==> src/rtl/instr_decode_stage.sv <==
// Single-entry MIPS-style decode stage with a valid/ready hold register and an
// optional register busy scoreboard (enabled by defining SCOREBOARD_EN).
module instr_decode_stage (
  input  logic        clk,
  input  logic        reset,
  input  logic [31:0] instr,
  input  logic        instrValid,
  output logic        instrReady,
  input  logic        exReady,
  input  logic        flush,
  input  logic        wbValid,
  input  logic [4:0]  wbDest,
  output logic [4:0]  Rs,
  output logic [4:0]  Rt,
  output logic [4:0]  Rdest,
  output logic        regWriteEn,
  output logic        RaWriteEn,
  output logic [31:0] imm,
  output logic [5:0]  opcode,
  output logic [5:0]  funct,
  output logic [4:0]  shamt,
  output logic        outValid
);

  // Handshake: an instruction transfers on a rising edge where instrValid and
  // instrReady are both 1; the held decode leaves on an edge where outValid
  // and exReady are both 1 and flush is 0.

  logic [5:0]  dOp;
  logic [5:0]  dFunct;
  logic [4:0]  dRs;
  logic [4:0]  dRt;
  logic [4:0]  dRdest;
  logic        dWe;
  logic        dRa;
  logic [31:0] dImm;
  logic        hazard;
  logic        accept;

  assign dOp    = instr[31:26];
  assign dFunct = instr[5:0];
  assign dRs    = instr[25:21];
  assign dRt    = instr[20:16];

  always_comb begin
    dRdest = 5'd0;
    dWe    = 1'b0;
    dRa    = 1'b0;
    if (dOp == 6'h00) begin
      dRdest = instr[15:11];
      dWe    = (dFunct != 6'h08);
    end else if (dOp inside {[6'h08:6'h0F], [6'h20:6'h25]}) begin
      dRdest = instr[20:16];
      dWe    = 1'b1;
    end else if (dOp == 6'h03) begin
      dRdest = 5'd31;
      dRa    = 1'b1;
    end
    // Writes to $zero are architecturally discarded.
    if (dRdest == 5'd0) dWe = 1'b0;
  end

  always_comb begin
    dImm = {{16{instr[15]}}, instr[15:0]};
    if (dOp inside {[6'h0C:6'h0E]})       dImm = {16'h0000, instr[15:0]};
    else if (dOp == 6'h0F)                dImm = {instr[15:0], 16'h0000};
    else if (dOp inside {6'h02, 6'h03})   dImm = {6'b0, instr[25:0]};
  end

`ifdef SCOREBOARD_EN
  logic [31:0] busy;
  logic [31:0] busyNext;
  logic        heldWrites;
  logic        leave;
  logic        rsHit;
  logic        rtHit;

  assign heldWrites = outValid && (regWriteEn || RaWriteEn);
  assign leave      = outValid && exReady && !flush && (regWriteEn || RaWriteEn);

  // The held instruction is not yet in busy, so it is compared directly.
  assign rsHit  = (dRs != 5'd0) && (busy[dRs] || (heldWrites && (dRs == Rdest)));
  assign rtHit  = (dRt != 5'd0) && (busy[dRt] || (heldWrites && (dRt == Rdest)));
  assign hazard = instrValid && (rsHit || rtHit);

  always_comb begin
    busyNext = busy;
    if (wbValid) busyNext[wbDest] = 1'b0;
    if (leave)   busyNext[Rdest]  = 1'b1;
    busyNext[0] = 1'b0;
  end

  always_ff @(posedge clk or posedge reset) begin
    if (reset) busy <= '0;
    else       busy <= busyNext;
  end
`else
  logic unusedWb;
  assign unusedWb = ^{wbValid, wbDest};
  assign hazard   = 1'b0;
`endif

  assign instrReady = (!outValid || exReady) && !hazard && !flush && !reset;
  assign accept     = instrValid && instrReady;

  always_ff @(posedge clk or posedge reset) begin
    if (reset) begin
      outValid   <= 1'b0;
      regWriteEn <= 1'b0;
      RaWriteEn  <= 1'b0;
      Rs         <= '0;
      Rt         <= '0;
      Rdest      <= '0;
      imm        <= '0;
      opcode     <= '0;
      funct      <= '0;
      shamt      <= '0;
    end else begin
      if (flush)        outValid <= 1'b0;
      else if (accept)  outValid <= 1'b1;
      else if (exReady) outValid <= 1'b0;
      if (accept) begin
        regWriteEn <= dWe;
        RaWriteEn  <= dRa;
        Rs         <= dRs;
        Rt         <= dRt;
        Rdest      <= dRdest;
        imm        <= dImm;
        opcode     <= dOp;
        funct      <= dFunct;
        shamt      <= instr[10:6];
      end
    end
  end

endmodule
==> config.mk <==
export PLATFORM = sky130hd
export DESIGN_NAME = instr_decode_stage
export DESIGN_NICKNAME = d
export VERILOG_FILES = /design/src/rtl/instr_decode_stage.sv
export SDC_FILE = /design/constraint.sdc
export NUM_CORES = 1
export LEC_CHECK = 0
export CAP_MARGIN = 20
export CORE_UTILIZATION = 39
export DETAILED_ROUTE_END_ITERATION = 10
export GPL_TIMING_DRIVEN = 0
export HOLD_SLACK_MARGIN = 0.05
export PLACE_DENSITY = 0.81
export SLEW_MARGIN = 20
export SYNTH_ARGS = -nofsm -noshare
export SYNTH_HDL_FRONTEND = slang
export SYNTH_SLANG_ARGS = --single-unit
==> constraint.sdc <==
create_clock -name clk -period 2.3 [get_ports clk]
set_clock_uncertainty 0.2 [all_clocks]
set_input_delay 0.345 -clock clk [delete_from_list [all_inputs] [get_ports clk]]
set_output_delay 0.345 -clock clk [all_outputs]
set_load 0.02 [all_outputs]
Word level (Yosys, flattened, before mapping)
Cells that the tools add are included.
Storage, ports and cells
  bits in registers: 67
  input bits: 43
Cells by class
  order comparisons: 6
  equal/unequal tests: 4
  mux-type cells: 15
  reduce and logical (&&, ||, !) cells: 15
Operator list (count)
  32-bit two-way mux: 3
  5-bit two-way mux: 3
  6-bit by 2-bit equality test with 1-bit output (second input constant): 2
  6-bit by 4-bit greater-or-equal comparator with 1-bit output (second input constant): 2
  6-bit by 4-bit less-or-equal comparator with 1-bit output (second input constant): 2
  1-bit two-way mux: 9
  6-bit by 4-bit equality test with 1-bit output (second input constant): 1
  6-bit greater-or-equal comparator (second input constant): 1
  6-bit less-or-equal comparator (second input constant): 1
  1-bit logical AND: 6
  6-bit zero test: 1
  6-bit by 4-bit inequality test with 1-bit output (second input constant): 1
  5-bit zero test: 1
  2-bit nonzero test: 2
  1-bit zero test: 3
  3-bit nonzero test: 1
  1-bit logical OR: 1

Logic depth before layout (Yosys ltp)
  depth in word-level cells: 7
  mapped depth: 6
  gate-level depth less buffers: 4

Worst setup path after synthesis
No wires, ideal clock.
  path kind: register to register
  start point: register outValid
  end point: register imm[26]
  setup time: 126 ps
  arrival: 1415 ps
  setup slack: 559 ps
  cell stages (with the launch flop): 6
  buffers on the path: 2
  period minus slack after synthesis: 1741 ps
  cells stage by stage: dfrtp_1 -> nand2b_1 -> nand3_1 -> clkbuf_1 -> buf_2 -> a221o_1
On the way
  longest elaborated chain between the ends: 5
Ends and longest elaborated chain
  start, declared: RTL line 22  | output logic outValid
  start signal, assigned: RTL line 108  | outValid <= 1'b0;
  start signal, assigned: RTL line 119  | if (flush) outValid <= 1'b0;
  start signal, assigned: RTL line 120  | else if (accept) outValid <= 1'b1;
  1-bit zero test: RTL line 103  | assign instrReady = (!outValid || exReady) && !hazard && !flush && !reset;
  1-bit logical OR: RTL line 103
  1-bit logical AND (2 in series): RTL line 103
  1-bit logical AND: RTL line 104  | assign accept = instrValid && instrReady;
  end signal, assigned: RTL line 128  | imm <= dImm;
  end, declared: RTL line 18  | output logic [31:0] imm,
No other way between the ends.
A chain may end at the register's enable or synchronous reset.

Final worst setup path
  start point: input reset
  end point: register Rt[3]
On the way
  longest elaborated chain between the ends: 3
Ends and longest elaborated chain
  start, declared: RTL line 5  | input logic reset,
  1-bit zero test (no source line)
  1-bit logical AND: RTL line 103
  1-bit logical AND: RTL line 104
  end signal, assigned: RTL line 126  | Rt <= dRt;
  end, declared: RTL line 14  | output logic [4:0] Rt,
No other way between the ends.

==> impl_summary.txt <==
----------------------------------------------------
[Finish]
  Post-Route Utilization ... between 60 and 70%
  Reg area ... roughly 1700 sq um
  Final cell count without fillers ... 504
  Highest-count cells in the layout ignoring fill and taps ... 103 x sky130_fd_sc_hd__clkdlybuf4s50_1, 93 x sky130_fd_sc_hd__nand2_1, 67 x sky130_fd_sc_hd__dfrtp_1
  Area delta synth->final ... 47.2%
  Most common library cell in the layout ignoring fill and taps ... sky130_fd_sc_hd__clkdlybuf4s50_1
  Fraction of layout cells with a size suffix above 1 ... 7.60%
  Antenna diode instance count ... 0
  Total area of multi-input combinational cells ... 1080 sq um
  Layout net count ... 447
  Count of fill cells added during filler insertion ... 595

[Worst setup path]
  Number of cell instances on the worst register-to-register path ... 5
  Maximum fanout count along the critical path ... 10
  Count of buffering cells on the critical path with inverters included ... 3
  RR Startpoint ... outValid
  Max stage delay cell, worst path ... sky130_fd_sc_hd__clkdlybuf4s50_1
  Endpoint type of the worst setup path ... flop
  Endpoint of the worst-slack reg-to-reg timing path ... Rt[3]
  Crit path max-delay family ... buffers and inverters
  Cell occurring most often along the worst timing path ... sky130_fd_sc_hd__clkbuf_1
  Worst R2R Setup Slack ... 0.27 ns
  Data required time of the critical path ... 2.29 ns
  Startpoint-to-endpoint class of the critical path ... primary input to flop
  Worst setup path end ... Rt[3]
  Nature of the critical path startpoint ... primary input
  Arrival time of data at the critical path endpoint ... 2.17 ns
  Crit path from ... reset
  Largest stage delay, worst path ... around 0.54 ns
  Cells along the critical path ... clkdlybuf4s50_1, nor2_1, nand3_1, clkbuf_1, clkbuf_1, o21ai_0
  Levels on crit path ... 6

[STA]
  Min cycle time layout ... 2.18 ns
  Setup repair after global routing missed its margin ... false
  Hold slack final ... 0.150 ns
  Final Hold Violating Endpoints ... 0
  Transition time at the pin with the least slew margin ... 0.549 ns
  # setup viols final ... 0
  Final worst path period share ... between 90% and 100%
  Max transition margin ... roughly 62%
  Count of final max-slew check failures ... 0
  Fmax ... 458 MHz
  Minimum setup slack in the final design ... 0.117 ns

[Power and ir drop]
  Worst ir drop on vdd ... 0.399 mV
  Leak Pwr ... between 1.5 and 2 nW
  Total power ... 3.41 mW
  Cell area power density ... 804 nW/um^2

[Flow run]
  Number of maximum-capacitance constraint violations ... 0

[Placement]
  Cell total after placement ... 489
  Input/output buffers ... 104
  Hpwl dp ... 6.03 mm
  Final weighted congestion of routability-driven global placement ... 0.844
  Place WS ... -0.246 ns

[Logic synthesis]
  Number of synthesis warnings ... 0
  Netlist area before placement ... 2880 sq um
  Avg Inst Size Synth ... 9.99 sq um
  Register bit count reported by yosys ... 67
  Sequential fraction of the synthesis area ... 58.3%
  Mapped Nets ... ~330
  Unique masters post-synth ... 35
  Post-synthesis instance total ... 288

[Detailed routing]
  Total vias in the final route ... 2632
  DRC violations left ... 0
  Wire length per cell ... 16.3 um
  Remaining number of nets flagged by the antenna check after routing ... 0
  Number of search-and-repair iterations in the first detailed-routing pass ... 4
  Initial DRC Count ... 186
  Via density per instance ... 5.22
  Total length of routed wires ... 8.21 mm

[GRT]
  Overall Global Routing Usage ... 22.9%
  Via count of the first global-routing pass ... roughly 2600
  Initial antenna violation count ... 0
  Remaining global-route overflow ... 0
  Maximum number of pins on one net before global-route repair ... 49
  Wire length of the first global-routing pass ... 13.3 mm

[Floorplanning]
  Chip Width ... 87.9 um
  Die Area ... 7730 sq um
  Effective utilization at floorplan ... 41.4%
  Num ports ... 111
  Area of the core ... 6940 sq um
  Number of rows created at floorplan ... 30
  Die outline height ... 87.9 um

[Clocking]
  Buffer levels on the longest clock path ... 2
  Buffers inserted by post-CTS timing repair ... 0
  TritonCTS clock tree ... yes
  Root buffer selected by CTS ... sky130_fd_sc_hd__clkbuf_8
  Clock Latency Late Sink ... 0.33 ns
  Post-CTS sizing ... 0
  CTS H-Tree Depth ... 3
  Hold-fix buffers at CTS ... 0
  TritonCTS buffer count ... 9
  Clock slew at reported path FFs ... 0.07 ns
  Total clock sinks ... 67

[Hold path]
  Tightest Hold Check Type ... primary input to asynchronous set/reset pin

[Status]
  Run status ... finished clean

----------------------------------------------------
synthesized netlist by cell type:
library cell,instances,area [sq um]
sky130_fd_sc_hd__o32a_2,3,33.8
sky130_fd_sc_hd__nand3_1,1,5.00
sky130_fd_sc_hd__nor3b_1,2,15.0
sky130_fd_sc_hd__or4_1,3,22.5
sky130_fd_sc_hd__o21ai_0,6,30.0
sky130_fd_sc_hd__a221o_1,5,50.1
sky130_fd_sc_hd__a211oi_1,10,75.1
sky130_fd_sc_hd__nand2b_1,1,6.26
sky130_fd_sc_hd__a211oi_2,1,12.5
sky130_fd_sc_hd__o21ai_1,4,20.0
sky130_fd_sc_hd__or3_1,1,6.26
sky130_fd_sc_hd__and3_1,2,12.5
sky130_fd_sc_hd__a21oi_1,16,80.1
sky130_fd_sc_hd__a21oi_2,1,8.76
sky130_fd_sc_hd__nor2_1,3,11.3
sky130_fd_sc_hd__buf_4,1,7.51
sky130_fd_sc_hd__nor3_2,1,10.0
sky130_fd_sc_hd__a22o_1,16,140
sky130_fd_sc_hd__o31ai_1,12,90.1
sky130_fd_sc_hd__clkbuf_1,14,52.6
sky130_fd_sc_hd__o22a_1,2,17.5
sky130_fd_sc_hd__nor3_1,2,10.0
sky130_fd_sc_hd__nor4_1,1,6.26
sky130_fd_sc_hd__or4b_1,1,10.0
sky130_fd_sc_hd__a21boi_1,1,7.51
sky130_fd_sc_hd__nand2_1,93,349
sky130_fd_sc_hd__and2_1,3,18.8
sky130_fd_sc_hd__o221a_2,1,11.3
sky130_fd_sc_hd__inv_1,4,15.0
sky130_fd_sc_hd__buf_6,1,11.3
sky130_fd_sc_hd__mux2i_1,1,10.0
sky130_fd_sc_hd__a21o_1,1,7.51
sky130_fd_sc_hd__o211ai_1,1,7.51
sky130_fd_sc_hd__dfrtp_1,67,1680
sky130_fd_sc_hd__buf_2,6,30.0
worst register-to-register path: stages (launching register included):
cell and delay [ns]:
sky130_fd_sc_hd__dfrtp_1 0.36, sky130_fd_sc_hd__nand2b_1 0.10, sky130_fd_sc_hd__nand3_1 0.22, sky130_fd_sc_hd__clkbuf_1 0.39
sky130_fd_sc_hd__clkbuf_1 0.44, sky130_fd_sc_hd__o21ai_0 0.18
flip-flops by register name, indices dropped and copies added, names as in the netlist:
register	flops
imm	32
funct	6
opcode	6
Rdest	5
Rs	5
Rt	5
shamt	5
RaWriteEn	1
outValid	1
regWriteEn	1
cell families (layout without fill, tap and decap cells):
| group | count (synthesis) | in the layout | synth area share, % |
|---|---|---|---|
| AND/OR/NAND/NOR | 114 | 114 | 16.8 |
| AO/OA/AOI/OAI | 80 | 80 | 20.6 |
| flip-flops | 67 | 67 | 58.3 |
| buffers and inverters | 26 | 146 | 4.04 |
| multiplexers | 1 | 1 | 0.348 |
layer usage:
metal,global-route usage [%],vias up,routed length [um]
li1,-,1249,-
met1,31.4,1273,3730
met3,5.84,14,504
met2,35.4,96,3810
met4,8.20,0,167
met5,0,-,0
power breakdown:
part | leakage, nW | internal (mW) | total [mW] | switching [mW]
Sequential | 0.838 | 1.38 | 1.49 | 0.111
Clock | 0.0795 | 0.415 | 0.839 | 0.424
Combinational | 0.964 | 0.529 | 1.08 | 0.549
Total | 1.88 | 2.32 | 3.41 | 1.08
layout make-up:
type                            instances  area share [%]
Timing Repair Buffer                  105            25.3
Sequential cell                        67            39.6
Tap cell                               96            2.84
Inverter                                4           0.414
Buffer                                 22            2.45
Multi-Input combinational cell        195            25.6
Clock buffer                           13            3.52
Clock inverter                          2           0.295
worst min-delay path by stage:
stage,from,end,slack [ns],depth (start not counted)
finish,reset,outValid,0.15,2
global route,reset,outValid,0.16,2
CTS,reset,outValid,0.15,2
detailed placement,imm[16],imm[16],0.26,2
global placement,imm[31],imm[31],0.25,2
floorplan,instr[21],Rs[0],0.25,2
per-stage QoR:
stage / area (sq um) / setup TNS [ns]
after floorplan: 2880 / 0
after global placement: 4040 / -76.25
after detailed placement: 4070 / -8.50
after CTS: 4230 / 0
after global routing: 4240 / 0
final: 4240 / 0
Note: power is estimated with default switching activity, not from simulation.
